--- src/rtl/boid_integrator.sv ---
// Sequential boid position integrator: read, optional speed clamp, integrate, saturate, write back.
// Optional feature macro: BOID_SPEED_CLAMP_EN (speed band clamp with 27x27 multipliers).
module boid_integrator #(
   parameter int N_BOIDS = 16,
   parameter int ADDR_W  = 4
) (
   input  logic                     clk,
   input  logic                     reset_n,
   input  logic                     start,
   input  logic signed [26:0]       maxspeed,
   input  logic signed [26:0]       minspeed,
   output logic                     busy,
   output logic                     done,
   output logic                     rd_en,
   output logic [ADDR_W-1:0]        rd_addr,
   input  logic signed [26:0]       rd_x,
   input  logic signed [26:0]       rd_y,
   input  logic signed [26:0]       rd_vx,
   input  logic signed [26:0]       rd_vy,
   output logic                     wr_en,
   output logic [ADDR_W-1:0]        wr_addr,
   output logic signed [26:0]       wr_x,
   output logic signed [26:0]       wr_y,
   output logic signed [26:0]       wr_vx,
   output logic signed [26:0]       wr_vy
);

   typedef enum logic [2:0] {IDLE, RD, WAIT, CALC, WB, DONE} state_t;

   localparam logic signed [27:0] X_MAX = 28'(639 * 32768);
   localparam logic signed [27:0] Y_MAX = 28'(479 * 32768);
   localparam logic [ADDR_W-1:0]  LAST  = ADDR_W'(N_BOIDS - 1);

   state_t state, state_nxt;
   logic [ADDR_W-1:0] idx, idx_nxt;

   logic signed [26:0] cx, cy, cvx, cvy;
   logic signed [26:0] nx, ny, nvx, nvy;
   logic signed [26:0] vx_cl, vy_cl;
   logic signed [27:0] sum_x, sum_y;

`ifdef BOID_SPEED_CLAMP_EN
   logic signed [53:0] sq_vx, sq_vy, sq_max, sq_min;
   logic [54:0] s2;
   logic over, under;

   // Squares are non-negative, so the unsigned compare against the bounds is exact.
   assign sq_vx  = cvx * cvx;
   assign sq_vy  = cvy * cvy;
   assign sq_max = maxspeed * maxspeed;
   assign sq_min = minspeed * minspeed;
   assign s2     = {1'b0, sq_vx} + {1'b0, sq_vy};
   assign over   = s2 > {1'b0, sq_max};
   assign under  = s2 < {1'b0, sq_min};

   always_comb begin
      vx_cl = cvx;
      vy_cl = cvy;
      if (over) begin
         vx_cl = cvx - (cvx >>> 2);
         vy_cl = cvy - (cvy >>> 2);
      end else if (under) begin
         vx_cl = cvx + (cvx >>> 2);
         vy_cl = cvy + (cvy >>> 2);
      end
   end
`else
   logic unused_speed;
   assign unused_speed = ^{maxspeed, minspeed};
   assign vx_cl = cvx;
   assign vy_cl = cvy;
`endif

   assign sum_x = {cx[26], cx} + {vx_cl[26], vx_cl};
   assign sum_y = {cy[26], cy} + {vy_cl[26], vy_cl};

   function automatic logic signed [26:0] sat(input logic signed [27:0] v,
                                              input logic signed [27:0] hi);
      if (v < 0)
         return '0;
      else if (v > hi)
         return hi[26:0];
      else
         return v[26:0];
   endfunction

   always_ff @(posedge clk) begin
      if (!reset_n) begin
         state <= IDLE;
         idx   <= '0;
         cx    <= '0;
         cy    <= '0;
         cvx   <= '0;
         cvy   <= '0;
         nx    <= '0;
         ny    <= '0;
         nvx   <= '0;
         nvy   <= '0;
      end else begin
         state <= state_nxt;
         idx   <= idx_nxt;
         if (state == WAIT) begin
            cx  <= rd_x;
            cy  <= rd_y;
            cvx <= rd_vx;
            cvy <= rd_vy;
         end
         if (state == CALC) begin
            nx  <= sat(sum_x, X_MAX);
            ny  <= sat(sum_y, Y_MAX);
            nvx <= vx_cl;
            nvy <= vy_cl;
         end
      end
   end

   always_comb begin
      state_nxt = state;
      idx_nxt   = idx;
      case (state)
         IDLE: if (start) begin
            idx_nxt   = '0;
            state_nxt = RD;
         end
         RD:   state_nxt = WAIT;
         WAIT: state_nxt = CALC;
         CALC: state_nxt = WB;
         WB: begin
            if (idx == LAST) begin
               state_nxt = DONE;
            end else begin
               idx_nxt   = idx + 1'b1;
               state_nxt = RD;
            end
         end
         DONE:    state_nxt = IDLE;
         default: state_nxt = IDLE;
      endcase
   end

   // All outputs come straight from registered state.
   assign busy    = (state != IDLE) && (state != DONE);
   assign done    = (state == DONE);
   assign rd_en   = (state == RD);
   assign rd_addr = idx;
   assign wr_en   = (state == WB);
   assign wr_addr = idx;
   assign wr_x    = nx;
   assign wr_y    = ny;
   assign wr_vx   = nvx;
   assign wr_vy   = nvy;

endmodule
--- config.mk ---
export PLATFORM = sky130hd
export DESIGN_NAME = boid_integrator
export DESIGN_NICKNAME = d
export VERILOG_FILES = /design/src/rtl/boid_integrator.sv
export SDC_FILE = /design/constraint.sdc
export NUM_CORES = 1
export LEC_CHECK = 0
export BUFFER_PORTS_ARGS = -buffer_cell sky130_fd_sc_hd__buf_2
export CORE_MARGIN = 2
export CORE_UTILIZATION = 50
export CTS_CLUSTER_SIZE = 10
export DETAILED_ROUTE_END_ITERATION = 8
export GPL_TIMING_DRIVEN = 0
export PLACE_DENSITY_LB_ADDON = 0.05
export SLEW_MARGIN = 20
export SYNTH_ARGS = -nofsm -noshare
export SYNTH_HDL_FRONTEND = slang
export SYNTH_SLANG_ARGS = --single-unit
--- constraint.sdc ---
create_clock -name clk -period 3.6 [get_ports clk]
set_input_delay 0.18 -clock clk [delete_from_list [all_inputs] [get_ports clk]]
set_output_delay 0.18 -clock clk [all_outputs]
set_load 0.1 [all_outputs]
After elaboration in Yosys (flattened, before gate mapping)
Index checks and enable logic that the tools add are counted.
{"block": "word_totals", "reg_bits": 223, "input_bits": 165, "out_inout_bits": 120, "wordCells": 41}
{"block": "classes", "n_addsub": 3, "magnitude_cmp": 4, "n_eq_ne": 9, "mux": 10, "reduce_logical": 5}
{"operator": "27-bit two-way mux", "n": 4}
{"operator": "27-bit by 27-bit adder with 28-bit output", "n": 2}
{"operator": "28-bit by 1-bit < comparator with 1-bit output, second input constant", "n": 2}
{"operator": "28-bit by 25-bit greater-than comparator with 1-bit output, second input constant", "n": 1}
{"operator": "28-bit by 26-bit greater-than comparator with 1-bit output, second input constant", "n": 1}
{"operator": "3-bit case mux with 5 select lines", "n": 1}
{"operator": "4-bit two-way mux", "n": 2}
{"operator": "4-bit case mux with 2 select lines", "n": 1}
{"operator": "3-bit by 2-bit == test with 1-bit output, second input constant", "n": 2}
{"operator": "3-bit == test, second input constant", "n": 2}
{"operator": "3-bit two-way mux", "n": 2}
{"operator": "4-bit by 1-bit adder with 4-bit output, second input constant", "n": 1}
{"operator": "4-bit == test, second input constant", "n": 1}
{"operator": "2-bit inequality test, second input constant", "n": 2}
{"operator": "3-bit by 1-bit == test with 1-bit output, second input constant", "n": 1}
{"operator": "3-bit logical NOT", "n": 1}
{"operator": "3-bit inequality test, second input constant", "n": 1}
{"operator": "3-bit AND reduction", "n": 1}
{"operator": "3-bit nonzero test", "n": 1}
{"operator": "2-bit nonzero test", "n": 1}
{"operator": "1-bit logical AND", "n": 1}

Longest topological paths before layout
Gate-level depths: netlist of run 1.
{"block": "depth", "ltp_word": 4, "ltp_mapped": 14, "ltp_nobuf": 12}

Least setup slack after synthesis of run 1
No wires, ideal clock.
{"block": "synth_timing", "path_type": "register to register", "startpoint": "reg cvx[0]", "endpoint": "reg nx[14], in the netlist wr_x[14]", "setup_ns": 0.067, "arrival_time_ns": 3.204, "required_time_ns": 3.533, "path_slack_ns": 0.328, "path_stages_with_launch": 13, "path_buffers": 0, "period_less_slack_ns": 3.272, "cell_sequence": "dfxtp_1 > ha_1 > inv_1 > fa_1 > nor2b_1 > o2111ai_1 > a21oi_1 > o21ai_1 > a2111oi_1 > o32a_1 > nand3_1 > or4b_2 > o21ai_2"}
{"block": "synth_via", "elab_chain_len": 4, "elab_cells_between_ends": 5, "cone_classes": "add/sub: 1; order compare: 2; mux: 2"}
{"item": "start: declaration", "line": "37", "rtl": "logic signed [26:0] cx, cy, cvx, cvy;"}
{"item": "start signal: assignment", "line": "105", "rtl": "cvx <= rd_vx;"}
{"item": "27-bit by 27-bit adder with 28-bit output *", "line": "74", "rtl": "assign sum_x = {cx[26], cx} + {vx_cl[26], vx_cl};"}
{"item": "28-bit by 26-bit greater-than comparator with 1-bit output", "line": "81", "rtl": "else if (v > hi)"}
{"item": "27-bit two-way mux", "line": "81"}
{"item": "27-bit two-way mux *", "line": "79", "rtl": "if (v < 0)"}
{"item": "end signal: assignment", "line": "109", "rtl": "nx <= sat(sum_x, X_MAX);"}
{"item": "end: declaration", "line": "38", "rtl": "logic signed [26:0] nx, ny, nvx, nvy;"}
Mark *: on every way between the ends. The rest lies on a longest branch, timed or not.
A chain may end at the register's enable or synchronous reset.

Final worst setup path of run 1
{"block": "layout_timing", "startpoint": "reg cvx[16]", "endpoint": "reg nx[8], in the netlist wr_x[8]"}
The elaborated chain is that of the path after synthesis.

==> run_summary.xml, run 1 <==
<?xml version="1.0" encoding="UTF-8"?>
<metrics>
  <group name="outcome">
    <metric name="run_status" unit="">complete, no violations</metric>
  </group>
  <group name="setup_path">
    <metric name="timing.critical_path.required" unit="ns">4.03</metric>
    <metric name="critical_path_peak_fanout" unit="">8</metric>
    <metric name="critical_path_arrival" unit="ns">3.94</metric>
    <metric name="path_class" unit="">flip-flop to flip-flop</metric>
    <metric name="startpoint_type" unit="">flip-flop</metric>
    <metric name="setup.worst_path.end_class" unit="">flip-flop</metric>
  </group>
  <group name="clock_network">
    <metric name="worstSkewPairLatency" unit="ns">0.54</metric>
    <metric name="cts_buffers" unit="">27</metric>
    <metric name="clk_root_buffer_cell" unit="">sky130_fd_sc_hd__clkbuf_16</metric>
    <metric name="cts.clk_slew.worst_paths" unit="ns">0.06</metric>
    <metric name="tritoncts_num_sinks" unit="">223</metric>
    <metric name="cts-htree-levels" unit="">1</metric>
    <metric name="tritoncts" unit="">done</metric>
    <metric name="max-clock-path-buffers" unit="">3</metric>
  </group>
  <group name="detailed_routing">
    <metric name="first_iter_violations" unit="">635</metric>
    <metric name="post_drt_wl_per_cell" unit="um">16.7</metric>
    <metric name="vias_per_cell" unit="">5.55</metric>
    <metric name="vias" unit="">11800</metric>
    <metric name="drc" unit="">0</metric>
    <metric name="ant_nets" unit="">0</metric>
    <metric name="number_of_iterations_in_the_first_detailed_routing_pass" unit="">5</metric>
    <metric name="totalWireLength" unit="um">35700</metric>
  </group>
  <group name="global_routing">
    <metric name="grt_antenna_before_repair" unit="">0</metric>
    <metric name="first_global_vias" unit="">11100</metric>
    <metric name="grt_pass1_wl" unit="um">56500</metric>
    <metric name="grtUsageTotal" unit="%">29.0</metric>
    <metric name="globalRoute.totalOverflow" unit="">0</metric>
    <metric name="maximum_number_of_pins_on_one_net_before_global_route_repair" unit="">14</metric>
  </group>
  <group name="logic_synthesis">
    <metric name="synthAdderAreaFrac" unit="%">6.38</metric>
    <metric name="asyncSetResetFlopFracSynth" unit="%">0</metric>
    <metric name="postSynth.topFlopCell" unit="">sky130_fd_sc_hd__dfxtp_1</metric>
    <metric name="synth_seq_cells" unit="">223</metric>
    <metric name="post_synth_mux_area_share" unit="%">0.351</metric>
    <metric name="post_synth_instance_area" unit="sq mm">0.0114</metric>
    <metric name="post_synth_num_cell_types" unit="">83</metric>
    <metric name="synth_top_family_by_area" unit="">compound AO/OA/AOI/OAI gates</metric>
    <metric name="synth_edf_count" unit="">0</metric>
    <metric name="postSynthCellCount" unit="">1469</metric>
    <metric name="syn_avg_cell_area" unit="sq um">7.77</metric>
    <metric name="synth-compound-area-share" unit="%">24.1</metric>
    <metric name="synth_fp_nets" unit="">1691</metric>
    <metric name="synth_xor_area_share" unit="%">2.76</metric>
    <metric name="yosysSeqAreaShare" unit="%">39.1</metric>
    <metric name="yosys.area_share.simple" unit="%">23.1</metric>
    <metric name="warning_count_from_the_yosys_run" unit="">0</metric>
  </group>
  <group name="placement">
    <metric name="routabilityCongestion" unit="">0.920</metric>
    <metric name="dp_hpwl" unit="um">26400</metric>
    <metric name="preCtsSetupSlack" unit="ns">-0.475</metric>
    <metric name="number_of_buffers_inserted_by_port_buffering" unit="">230</metric>
  </group>
  <group name="timing">
    <metric name="finalHoldViolCount" unit="">0</metric>
    <metric name="holdWs" unit="ns">0.0333</metric>
    <metric name="max_freq" unit="MHz">285</metric>
    <metric name="timing_worst_slew_pin_value" unit="ns">1.01</metric>
    <metric name="setup_viol_count_final" unit="">0</metric>
    <metric name="final_slew_viol_count" unit="">0</metric>
    <metric name="post_layout_worst_setup_margin" unit="ns">0.0918</metric>
    <metric name="finalWorstPathRequiredPeriod" unit="ns">3.51</metric>
    <metric name="worst_rel_slew_slack" unit="%">32.1</metric>
    <metric name="finalCritPeriodShare" unit="%">97.5</metric>
    <metric name="worst_clock_skew" unit="ns">0.0129</metric>
  </group>
  <group name="floorplan">
    <metric name="num_io_pins" unit="">285</metric>
    <metric name="start_util" unit="%">50.7</metric>
    <metric name="num_rows" unit="">55</metric>
    <metric name="die_w" unit="um">155</metric>
    <metric name="design.die.area" unit="sq mm">0.0240</metric>
    <metric name="placeableCoreArea" unit="sq mm">0.0225</metric>
    <metric name="die_height" unit="um">155</metric>
  </group>
  <group name="pwr">
    <metric name="powerDensity" unit="mW/mm^2">421</metric>
    <metric name="power.ir.vdd_worst" unit="mV">0.349</metric>
    <metric name="finalPower" unit="uW">6330</metric>
    <metric name="power_leakage" unit="uW">0.00635</metric>
  </group>
  <group name="final_layout">
    <metric name="fin_nets" unit="">2066</metric>
    <metric name="filler_cell_count_in_the_final_layout" unit="">2065</metric>
    <metric name="layout_common_cells" unit="">sky130_fd_sc_hd__nand2_1, sky130_fd_sc_hd__buf_2, sky130_fd_sc_hd__dfxtp_1</metric>
    <metric name="antenna-diode-count" unit="">0</metric>
    <metric name="drive_gt1_share" unit="%">18.3</metric>
    <metric name="area.growth.synth_to_final" unit="%">31.7</metric>
    <metric name="final_common_cell" unit="">sky130_fd_sc_hd__nand2_1</metric>
  </group>
  <group name="min_path">
    <metric name="min_path_type" unit="">primary input to flip-flop</metric>
  </group>
  <group name="flow_run">
    <metric name="drv.max_cap_violation_count" unit="">0</metric>
  </group>
</metrics>
power by group:
part	switching (uW)	internal (uW)	total, uW
Clock	995	1500	2500
Sequential	71.9	2570	2640
Combinational	772	423	1190
per-stage QoR:
step / area, sq um / instances / TNS, ns / util, %
detailed placement: 12900 / 1984 / -9.44 / 57.4
global route: 15000 / 2136 / -0.00247 / 66.8
CTS: 14800 / 2131 / 0 / 66.0
global placement: 12900 / 1984 / -9.12 / 57.4
finish: 15000 / 2136 / 0 / 66.8
floorplan: 11400 / 1469 / 0 / -
kinds of logic after synthesis:
| group | count (synthesis) |
|---|---|
| AND/OR/NAND/NOR | 597 |
| buffers and inverters | 113 |
| AO/OA/AOI/OAI | 439 |
| multiplexers | 4 |
| flip-flops | 223 |
| adder cells (fa/ha/maj) | 57 |
| XOR/XNOR | 36 |
worst paths after layout:
kind	start	to	slack [ns]	cells after the start
hold / removal	start	state[0]$_SDFFE_PN0P_	0.03	3
setup reg to reg	cvx[16]$_SDFFE_PN0P_	wr_x[8]$_SDFFE_PN0N_	0.09	13
setup / recovery	cvx[16]$_SDFFE_PN0P_	wr_x[8]$_SDFFE_PN0N_	0.09	13
hold reg to reg	wr_x[24]$_SDFFE_PN0N_	wr_x[24]$_SDFFE_PN0N_	0.45	2
cell usage after synthesis, types with 20 or more instances:
library cell | n | area (sq um)
sky130_fd_sc_hd__a22o_1 | 21 | 184
sky130_fd_sc_hd__dfxtp_1 | 223 | 4460
sky130_fd_sc_hd__a21oi_1 | 226 | 1130
sky130_fd_sc_hd__ha_1 | 55 | 688
sky130_fd_sc_hd__xnor2_1 | 25 | 219
sky130_fd_sc_hd__inv_1 | 20 | 75.1
sky130_fd_sc_hd__a21o_1 | 25 | 188
sky130_fd_sc_hd__nor2_1 | 43 | 161
sky130_fd_sc_hd__clkbuf_1 | 77 | 289
sky130_fd_sc_hd__nand2_1 | 406 | 1520
sky130_fd_sc_hd__o21ai_0 | 41 | 205
sky130_fd_sc_hd__nor3_1 | 22 | 110
worst max-delay path, cell delays in order, from the launching register on:
cell,delay (ns)
sky130_fd_sc_hd__dfxtp_1,0.38
sky130_fd_sc_hd__ha_1,0.26
sky130_fd_sc_hd__buf_6,0.14
sky130_fd_sc_hd__a21o_1,0.22
sky130_fd_sc_hd__or3_1,0.32
sky130_fd_sc_hd__o22a_2,0.32
sky130_fd_sc_hd__mux2i_1,0.16
sky130_fd_sc_hd__o311ai_1,0.14
sky130_fd_sc_hd__a311o_1,0.35
sky130_fd_sc_hd__or4_4,0.43
sky130_fd_sc_hd__a311oi_4,0.31
sky130_fd_sc_hd__buf_6,0.18
sky130_fd_sc_hd__clkbuf_16,0.15
sky130_fd_sc_hd__o21ai_2,0.05
state kept, by name, indices dropped and copies added (netlist names):
register and flops:
cvx 27, cvy 27, cx 27, cy 27
rd_addr 4, state 3, wr_vx 27, wr_vy 27
wr_x 27, wr_y 27
what timing repair did:
item | CTS | global route
gates resized for setup | 13 | 32
endpoints found under the hold margin | 116 | 0
gates cloned | 0 | 1
setup endpoints to repair | 31 | 32
buffers inserted | 2 | 4
pin swaps | 3 | 6
hold buffers | 109 | 0
metal layers:
layer  wire length (um)  global-route usage, %  vias up
met2              17700                   52.0      288
met5                  0                      0        -
met4               1250                   10.4        0
li1                   -                      -     5926
met3               1560                   3.29       63
met1              15200                   35.9     5568
layout make-up:
type | count | area (sq um) | area share [%]
plain buffers | 93 | 402 | 2.67
clock buffers | 32 | 704 | 4.69
well taps | 285 | 357 | 2.37
repair buffers | 346 | 2320 | 15.4
inverters | 20 | 75.1 | 0.500
flip-flops and latches | 223 | 4460 | 29.7
multi-input cells | 1133 | 6640 | 44.2
clock inverters | 4 | 73.8 | 0.491
(Power assumes the default switching activity.)
==> run 2, diff against run 1 <==
CORE_UTILIZATION = 30   (was 50)
==> run_summary.xml, run 2 (synthesized netlist as in run 1, its figures left out) <==
<?xml version="1.0" encoding="UTF-8"?>
<metrics>
  <group name="detailed_routing">
    <metric name="ant_nets" unit="">0</metric>
    <metric name="met2_wirelength" unit="um">20400</metric>
    <metric name="totalWireLength" unit="um">41600</metric>
    <metric name="met3WireLength" unit="um">1380</metric>
    <metric name="vias" unit="">11700</metric>
    <metric name="number_of_iterations_in_the_first_detailed_routing_pass" unit="">5</metric>
    <metric name="post_drt_wl_per_cell" unit="um">17.6</metric>
    <metric name="vias_per_cell" unit="">4.93</metric>
    <metric name="drc" unit="">0</metric>
    <metric name="first_iter_violations" unit="">525</metric>
    <metric name="drt-met1-wl" unit="um">18600</metric>
    <metric name="top_layer" unit="">met4</metric>
  </group>
  <group name="final_layout">
    <metric name="final_common_cell" unit="">sky130_fd_sc_hd__nand2_1</metric>
    <metric name="filler_cell_count_in_the_final_layout" unit="">4055</metric>
    <metric name="layout_common_cells" unit="">sky130_fd_sc_hd__nand2_1, sky130_fd_sc_hd__buf_2, sky130_fd_sc_hd__a21oi_1, sky130_fd_sc_hd__dfxtp_1, sky130_fd_sc_hd__dlygate4sd3_1</metric>
    <metric name="stdcell_count" unit="">2370</metric>
    <metric name="antenna-diode-count" unit="">0</metric>
    <metric name="fin_nets" unit="">2071</metric>
    <metric name="drive_gt1_share" unit="%">18.6</metric>
    <metric name="finish.utilization" unit="%">41.0</metric>
    <metric name="post-route-cell-area" unit="sq mm">0.0154</metric>
    <metric name="area.growth.synth_to_final" unit="%">35.2</metric>
  </group>
  <group name="setup_path">
    <metric name="worst_setup_path_startpoint" unit="">cx[16]$_SDFFE_PN0P_</metric>
    <metric name="ff2ff_setup_slack" unit="ns">0.06</metric>
    <metric name="worstRegToRegCells" unit="">13</metric>
    <metric name="path_class" unit="">flip-flop to flip-flop</metric>
    <metric name="critical_path_arrival" unit="ns">3.99</metric>
    <metric name="r2r-end" unit="">wr_x[3]$_SDFFE_PN0N_</metric>
    <metric name="critPathCapture" unit="">wr_x[3]$_SDFFE_PN0N_</metric>
    <metric name="timing.critical_path.required" unit="ns">4.05</metric>
    <metric name="r2r-start" unit="">cx[16]$_SDFFE_PN0P_</metric>
    <metric name="critical_path_peak_fanout" unit="">8</metric>
    <metric name="startpoint_type" unit="">flip-flop</metric>
    <metric name="setup.worst_path.end_class" unit="">flip-flop</metric>
  </group>
  <group name="clock_network">
    <metric name="cts_buffers" unit="">28</metric>
    <metric name="clk_root_buffer_cell" unit="">sky130_fd_sc_hd__clkbuf_16</metric>
    <metric name="tritoncts_num_sinks" unit="">223</metric>
    <metric name="worstSkewPairLatency" unit="ns">0.57</metric>
    <metric name="max-clock-path-buffers" unit="">3</metric>
    <metric name="cts-htree-levels" unit="">1</metric>
    <metric name="tritoncts" unit="">done</metric>
    <metric name="cts.clk_slew.worst_paths" unit="ns">0.06</metric>
  </group>
  <group name="floorplan">
    <metric name="start_util" unit="%">30.4</metric>
    <metric name="placeableCoreArea" unit="sq mm">0.0376</metric>
    <metric name="num_io_pins" unit="">285</metric>
    <metric name="design.die.area" unit="sq mm">0.0396</metric>
    <metric name="die_height" unit="um">199</metric>
    <metric name="num_rows" unit="">71</metric>
    <metric name="die_w" unit="um">199</metric>
  </group>
  <group name="flow_run">
    <metric name="drv.max_cap_violation_count" unit="">0</metric>
  </group>
  <group name="global_routing">
    <metric name="globalRoute.totalOverflow" unit="">0</metric>
    <metric name="grt_pass1_wl" unit="um">63900</metric>
    <metric name="grtUsageTotal" unit="%">20.8</metric>
    <metric name="grt_antenna_before_repair" unit="">0</metric>
    <metric name="maximum_number_of_pins_on_one_net_before_global_route_repair" unit="">14</metric>
    <metric name="first_global_vias" unit="">11500</metric>
  </group>
  <group name="placement">
    <metric name="routabilityCongestion" unit="">0.887</metric>
    <metric name="placed_cell_area" unit="sq mm">0.0132</metric>
    <metric name="preCtsSetupSlack" unit="ns">-0.523</metric>
    <metric name="place_inst" unit="">2210</metric>
    <metric name="number_of_buffers_inserted_by_port_buffering" unit="">230</metric>
    <metric name="dp_hpwl" unit="um">32100</metric>
  </group>
  <group name="timing">
    <metric name="holdWs" unit="ns">0.391</metric>
    <metric name="finalCritPeriodShare" unit="%">98.3</metric>
    <metric name="setup_viol_count_final" unit="">0</metric>
    <metric name="finalWorstPathRequiredPeriod" unit="ns">3.54</metric>
    <metric name="post_layout_worst_setup_margin" unit="ns">0.0609</metric>
    <metric name="finalHoldViolCount" unit="">0</metric>
    <metric name="timing_worst_slew_pin_value" unit="ns">1.02</metric>
    <metric name="final_slew_viol_count" unit="">0</metric>
    <metric name="worst_clock_skew" unit="ns">0.0167</metric>
    <metric name="max_freq" unit="MHz">283</metric>
    <metric name="worst_rel_slew_slack" unit="%">32.1</metric>
  </group>
  <group name="pwr">
    <metric name="power.ir.vdd_worst" unit="mV">0.327</metric>
    <metric name="power_leakage" unit="uW">0.00640</metric>
    <metric name="powerDensity" unit="mW/mm^2">423</metric>
  </group>
  <group name="min_path">
    <metric name="min_path_type" unit="">primary input to flip-flop</metric>
  </group>
  <group name="outcome">
    <metric name="run_status" unit="">complete, no violations</metric>
  </group>
</metrics>
## run 2: changes by cell type in the layout (fill, tap and decap cells not counted), moves of 2 or more
cell and change:
sky130_fd_sc_hd__buf_4 +6, sky130_fd_sc_hd__clkinvlp_4 +2, sky130_fd_sc_hd__clkbuf_16 +2, sky130_fd_sc_hd__a21oi_2 -2, sky130_fd_sc_hd__clkbuf_8 +2, sky130_fd_sc_hd__clkbuf_2 -4, sky130_fd_sc_hd__a21oi_1 +2
## run 2: metrics by stage
| stage | power [uW] | setup TNS, ns |
|---|---|---|
| 6_report | 6520 | 0 |
| 5_1_grt | 6850 | -0.0120 |
| 4_1_cts | 6610 | 0 |
| 3_5_place_dp | 3800 | -12.20 |
| 3_3_place_gp | 3800 | -13.10 |
| 2_1_floorplan | 3430 | 0 |
## run 2: what timing repair did
action	in CTS	in global routing
hold buffers	110	0
endpoints found under the setup margin	40	36
resized for setup	19	28
setup buffers	2	9
pin swaps	3	9
gates cloned	0	1
hold endpoints to repair	117	0
## run 2: metal layers
| metal | vias to the layer above | track usage (%) |
|---|---|---|
| met5 | - | 0 |
| met2 | 202 | 37.3 |
| met1 | 5474 | 25.7 |
| li1 | 5945 | - |
| met3 | 58 | 2.80 |
| met4 | 0 | 5.97 |
## run 2: cell type report
class                   instances  area, sq um  share of cell area [%]
plain buffers                  91          397                    2.57
well taps                     511          639                    4.15
inverters                      20         75.1                   0.487
clock buffers                  36          782                    5.07
multi-input cells            1133         6650                    43.1
repair buffers                352         2360                    15.3
flip-flops and latches        223         4470                    29.0
clock inverters                 4         50.0                   0.325
## run 2: worst max-delay path, stage by stage, from the launching register on
cell	delay (ns)
sky130_fd_sc_hd__dfxtp_1	0.32
sky130_fd_sc_hd__ha_1	0.30
sky130_fd_sc_hd__buf_6	0.14
sky130_fd_sc_hd__a21o_1	0.21
sky130_fd_sc_hd__or3_1	0.33
sky130_fd_sc_hd__o22a_4	0.31
sky130_fd_sc_hd__mux2i_1	0.16
sky130_fd_sc_hd__o311ai_1	0.15
sky130_fd_sc_hd__a311o_1	0.36
sky130_fd_sc_hd__or4_4	0.45
sky130_fd_sc_hd__a311oi_4	0.30
sky130_fd_sc_hd__buf_6	0.17
sky130_fd_sc_hd__clkbuf_16	0.16
sky130_fd_sc_hd__o21ai_2	0.05
## run 2: worst min path at each step
stage | cells after the start | end | start
after floorplan | 2 | cx[0]$_SDFFE_PN0P_ | rd_x[0]
after global placement | 3 | cx[6]$_SDFFE_PN0P_ | rd_x[6]
after detailed placement | 3 | cx[20]$_SDFFE_PN0P_ | rd_x[20]
after CTS | 4 | cvx[19]$_SDFFE_PN0P_ | rd_vx[19]
after global routing | 4 | cx[21]$_SDFFE_PN0P_ | rd_x[21]
final | 4 | cx[20]$_SDFFE_PN0P_ | rd_x[20]
## run 2: where the power goes
group	internal, uW	leakage [uW]	switching, uW
Combinational	426	0.00419	795
Sequential	2570	0.00180	73.6
Clock	1560	0.000402	1100
Total	4560	0.00640	1970
==> run 3, diff against run 2 <==
CORE_UTILIZATION = 54   (was 30)
TNS_END_PERCENT = 20   (was default)
==> run_summary.xml, run 3 (synthesized netlist as in run 1, its figures left out) <==
<?xml version="1.0" encoding="UTF-8"?>
<metrics>
  <group name="setup_path">
    <metric name="setup.worst_path.end_class" unit="">flip-flop</metric>
    <metric name="slowest_stage_cell_on_the_critical_path" unit="">sky130_fd_sc_hd__or4_4</metric>
    <metric name="critical_path_arrival" unit="ns">3.90</metric>
    <metric name="longest_individual_stage_delay_on_the_worst_path" unit="ns">0.43</metric>
    <metric name="path_class" unit="">flip-flop to flip-flop</metric>
    <metric name="startpoint_type" unit="">flip-flop</metric>
    <metric name="critical_path.cell_chain" unit="">ha_1 -&gt; buf_6 -&gt; a21o_1 -&gt; or3_1 -&gt; o22a_2 -&gt; mux2i_1 -&gt; o311ai_1 -&gt; a311o_1 -&gt; or4_4 -&gt; a311oi_4 -&gt; buf_8 -&gt; o21ai_2</metric>
    <metric name="critical_path_peak_fanout" unit="">10</metric>
    <metric name="timing.critical_path.required" unit="ns">4.02</metric>
  </group>
  <group name="placement">
    <metric name="number_of_buffers_inserted_by_port_buffering" unit="">230</metric>
    <metric name="placed_cell_area" unit="sq mm">0.0129</metric>
    <metric name="dp_hpwl" unit="um">26300</metric>
    <metric name="place_inst" unit="">1974</metric>
    <metric name="preCtsSetupSlack" unit="ns">-0.445</metric>
    <metric name="routabilityCongestion" unit="">0.920</metric>
  </group>
  <group name="final_layout">
    <metric name="stdcell_count" unit="">2124</metric>
    <metric name="antenna-diode-count" unit="">0</metric>
    <metric name="area.growth.synth_to_final" unit="%">31.2</metric>
    <metric name="fin_nets" unit="">2065</metric>
    <metric name="filler_cell_count_in_the_final_layout" unit="">1704</metric>
    <metric name="final_common_cell" unit="">sky130_fd_sc_hd__nand2_1</metric>
    <metric name="area_of_the_multi_input_gates" unit="sq mm">0.00662</metric>
    <metric name="drive_gt1_share" unit="%">18.2</metric>
    <metric name="post-route-cell-area" unit="sq mm">0.0150</metric>
    <metric name="layout_common_cells" unit="">sky130_fd_sc_hd__nand2_1, sky130_fd_sc_hd__buf_2, sky130_fd_sc_hd__a21oi_1, sky130_fd_sc_hd__dfxtp_1, sky130_fd_sc_hd__dlygate4sd3_1</metric>
    <metric name="seq_area" unit="sq mm">0.00446</metric>
  </group>
  <group name="clock_network">
    <metric name="worstSkewPairLatency" unit="ns">0.53</metric>
    <metric name="cts-htree-levels" unit="">1</metric>
    <metric name="tritoncts_num_sinks" unit="">223</metric>
    <metric name="tritoncts" unit="">done</metric>
    <metric name="clk_root_buffer_cell" unit="">sky130_fd_sc_hd__clkbuf_16</metric>
    <metric name="cts.clk_slew.worst_paths" unit="ns">0.05</metric>
    <metric name="cts_buffers" unit="">27</metric>
    <metric name="max-clock-path-buffers" unit="">3</metric>
  </group>
  <group name="timing">
    <metric name="timing_worst_slew_pin_value" unit="ns">1.09</metric>
    <metric name="worst_rel_slew_slack" unit="%">27.0</metric>
    <metric name="worst_clock_skew" unit="ns">0.00930</metric>
    <metric name="final_slew_viol_count" unit="">0</metric>
    <metric name="finalCritPeriodShare" unit="%">96.6</metric>
    <metric name="max_freq" unit="MHz">288</metric>
    <metric name="finalHoldViolCount" unit="">0</metric>
    <metric name="finalWorstPathRequiredPeriod" unit="ns">3.48</metric>
    <metric name="setup_viol_count_final" unit="">0</metric>
    <metric name="post_layout_worst_setup_margin" unit="ns">0.124</metric>
    <metric name="holdWs" unit="ns">0.0209</metric>
  </group>
  <group name="floorplan">
    <metric name="die_height" unit="um">149</metric>
    <metric name="num_io_pins" unit="">285</metric>
    <metric name="start_util" unit="%">54.6</metric>
    <metric name="num_rows" unit="">53</metric>
    <metric name="die_w" unit="um">149</metric>
    <metric name="design.die.area" unit="sq mm">0.0223</metric>
    <metric name="placeableCoreArea" unit="sq mm">0.0209</metric>
  </group>
  <group name="detailed_routing">
    <metric name="drc" unit="">0</metric>
    <metric name="first_iter_violations" unit="">638</metric>
    <metric name="vias" unit="">12100</metric>
    <metric name="number_of_iterations_in_the_first_detailed_routing_pass" unit="">5</metric>
    <metric name="ant_nets" unit="">0</metric>
    <metric name="post_drt_wl_per_cell" unit="um">17.3</metric>
    <metric name="totalWireLength" unit="um">36800</metric>
    <metric name="vias_per_cell" unit="">5.68</metric>
  </group>
  <group name="min_path">
    <metric name="min_path_type" unit="">primary input to flip-flop</metric>
  </group>
  <group name="outcome">
    <metric name="run_status" unit="">complete, no violations</metric>
  </group>
  <group name="global_routing">
    <metric name="first_global_vias" unit="">11300</metric>
    <metric name="maximum_number_of_pins_on_one_net_before_global_route_repair" unit="">13</metric>
    <metric name="grtUsageTotal" unit="%">31.8</metric>
    <metric name="grt_pass1_wl" unit="um">57000</metric>
    <metric name="globalRoute.totalOverflow" unit="">0</metric>
    <metric name="grt_antenna_before_repair" unit="">0</metric>
  </group>
  <group name="pwr">
    <metric name="power.ir.vdd_worst" unit="mV">0.335</metric>
    <metric name="power_leakage" unit="uW">0.00633</metric>
    <metric name="powerDensity" unit="mW/mm^2">421</metric>
    <metric name="finalPower" unit="uW">6300</metric>
  </group>
  <group name="flow_run">
    <metric name="drv.max_cap_violation_count" unit="">0</metric>
  </group>
</metrics>
## run 3: path summary, 6_finish.rpt
path | from | endpoint | slack, ns | cells after the start
worst max-delay path | cvx[16]$_SDFFE_PN0P_ | wr_x[3]$_SDFFE_PN0N_ | 0.12 | 12
worst min-delay path | reset_n | wr_y[26]$_SDFFE_PN0N_ | 0.02 | 2
worst max register to register | cvx[16]$_SDFFE_PN0P_ | wr_x[3]$_SDFFE_PN0N_ | 0.12 | 12
worst min register to register | wr_x[2]$_SDFFE_PN0N_ | wr_x[2]$_SDFFE_PN0N_ | 0.44 | 2
## run 3: timing repair
item	CTS	global route
gates resized for setup	11	26
hold endpoints to repair	108	0
endpoints found under the setup margin	31	36
setup buffers	2	6
pin swaps	3	5
gates cloned	0	0
hold buffers	108	0
## run 3: stage by stage
stage | TNS (ns) | utilization, %
finish | 0 | 71.7
floorplan | 0 | -
global route | -0.0196 | 71.7
detailed placement | -9.25 | 61.8
global placement | -8.52 | 61.8
CTS | 0 | 70.9
## run 3: per-layer routing
metal	vias up	track usage [%]	wire length (um)
met4	0	12.2	1460
met5	-	0	0
met2	367	57.4	18300
met1	5693	38.6	15100
li1	5926	-	-
met3	82	3.85	1860
## run 3: critical path, delay by kind of cell, from the launching register on
kind / cells / cell delay, ns
compound gates: 6 / 1.47
mux: 1 / 0.16
fa+ha+maj: 1 / 0.26
flops: 1 / 0.38
simple gates: 2 / 0.74
buf+inv: 2 / 0.35
## run 3: final cells by class
| type | instances | share of cell area [%] |
|---|---|---|
| multi-input cells | 1133 | 44.2 |
| flip-flops and latches | 223 | 29.8 |
| repair buffers | 346 | 15.3 |
| clock buffers | 33 | 4.93 |
| plain buffers | 92 | 2.64 |
| well taps | 275 | 2.30 |
| inverters | 20 | 0.502 |
| clock inverters | 2 | 0.234 |
## run 3: where the power goes
| part | internal (uW) | leakage (uW) | switching (uW) |
|---|---|---|---|
| registers | 2570 | 0.00180 | 72.6 |
| clock network | 1480 | 0.000382 | 980 |
| logic | 423 | 0.00415 | 781 |
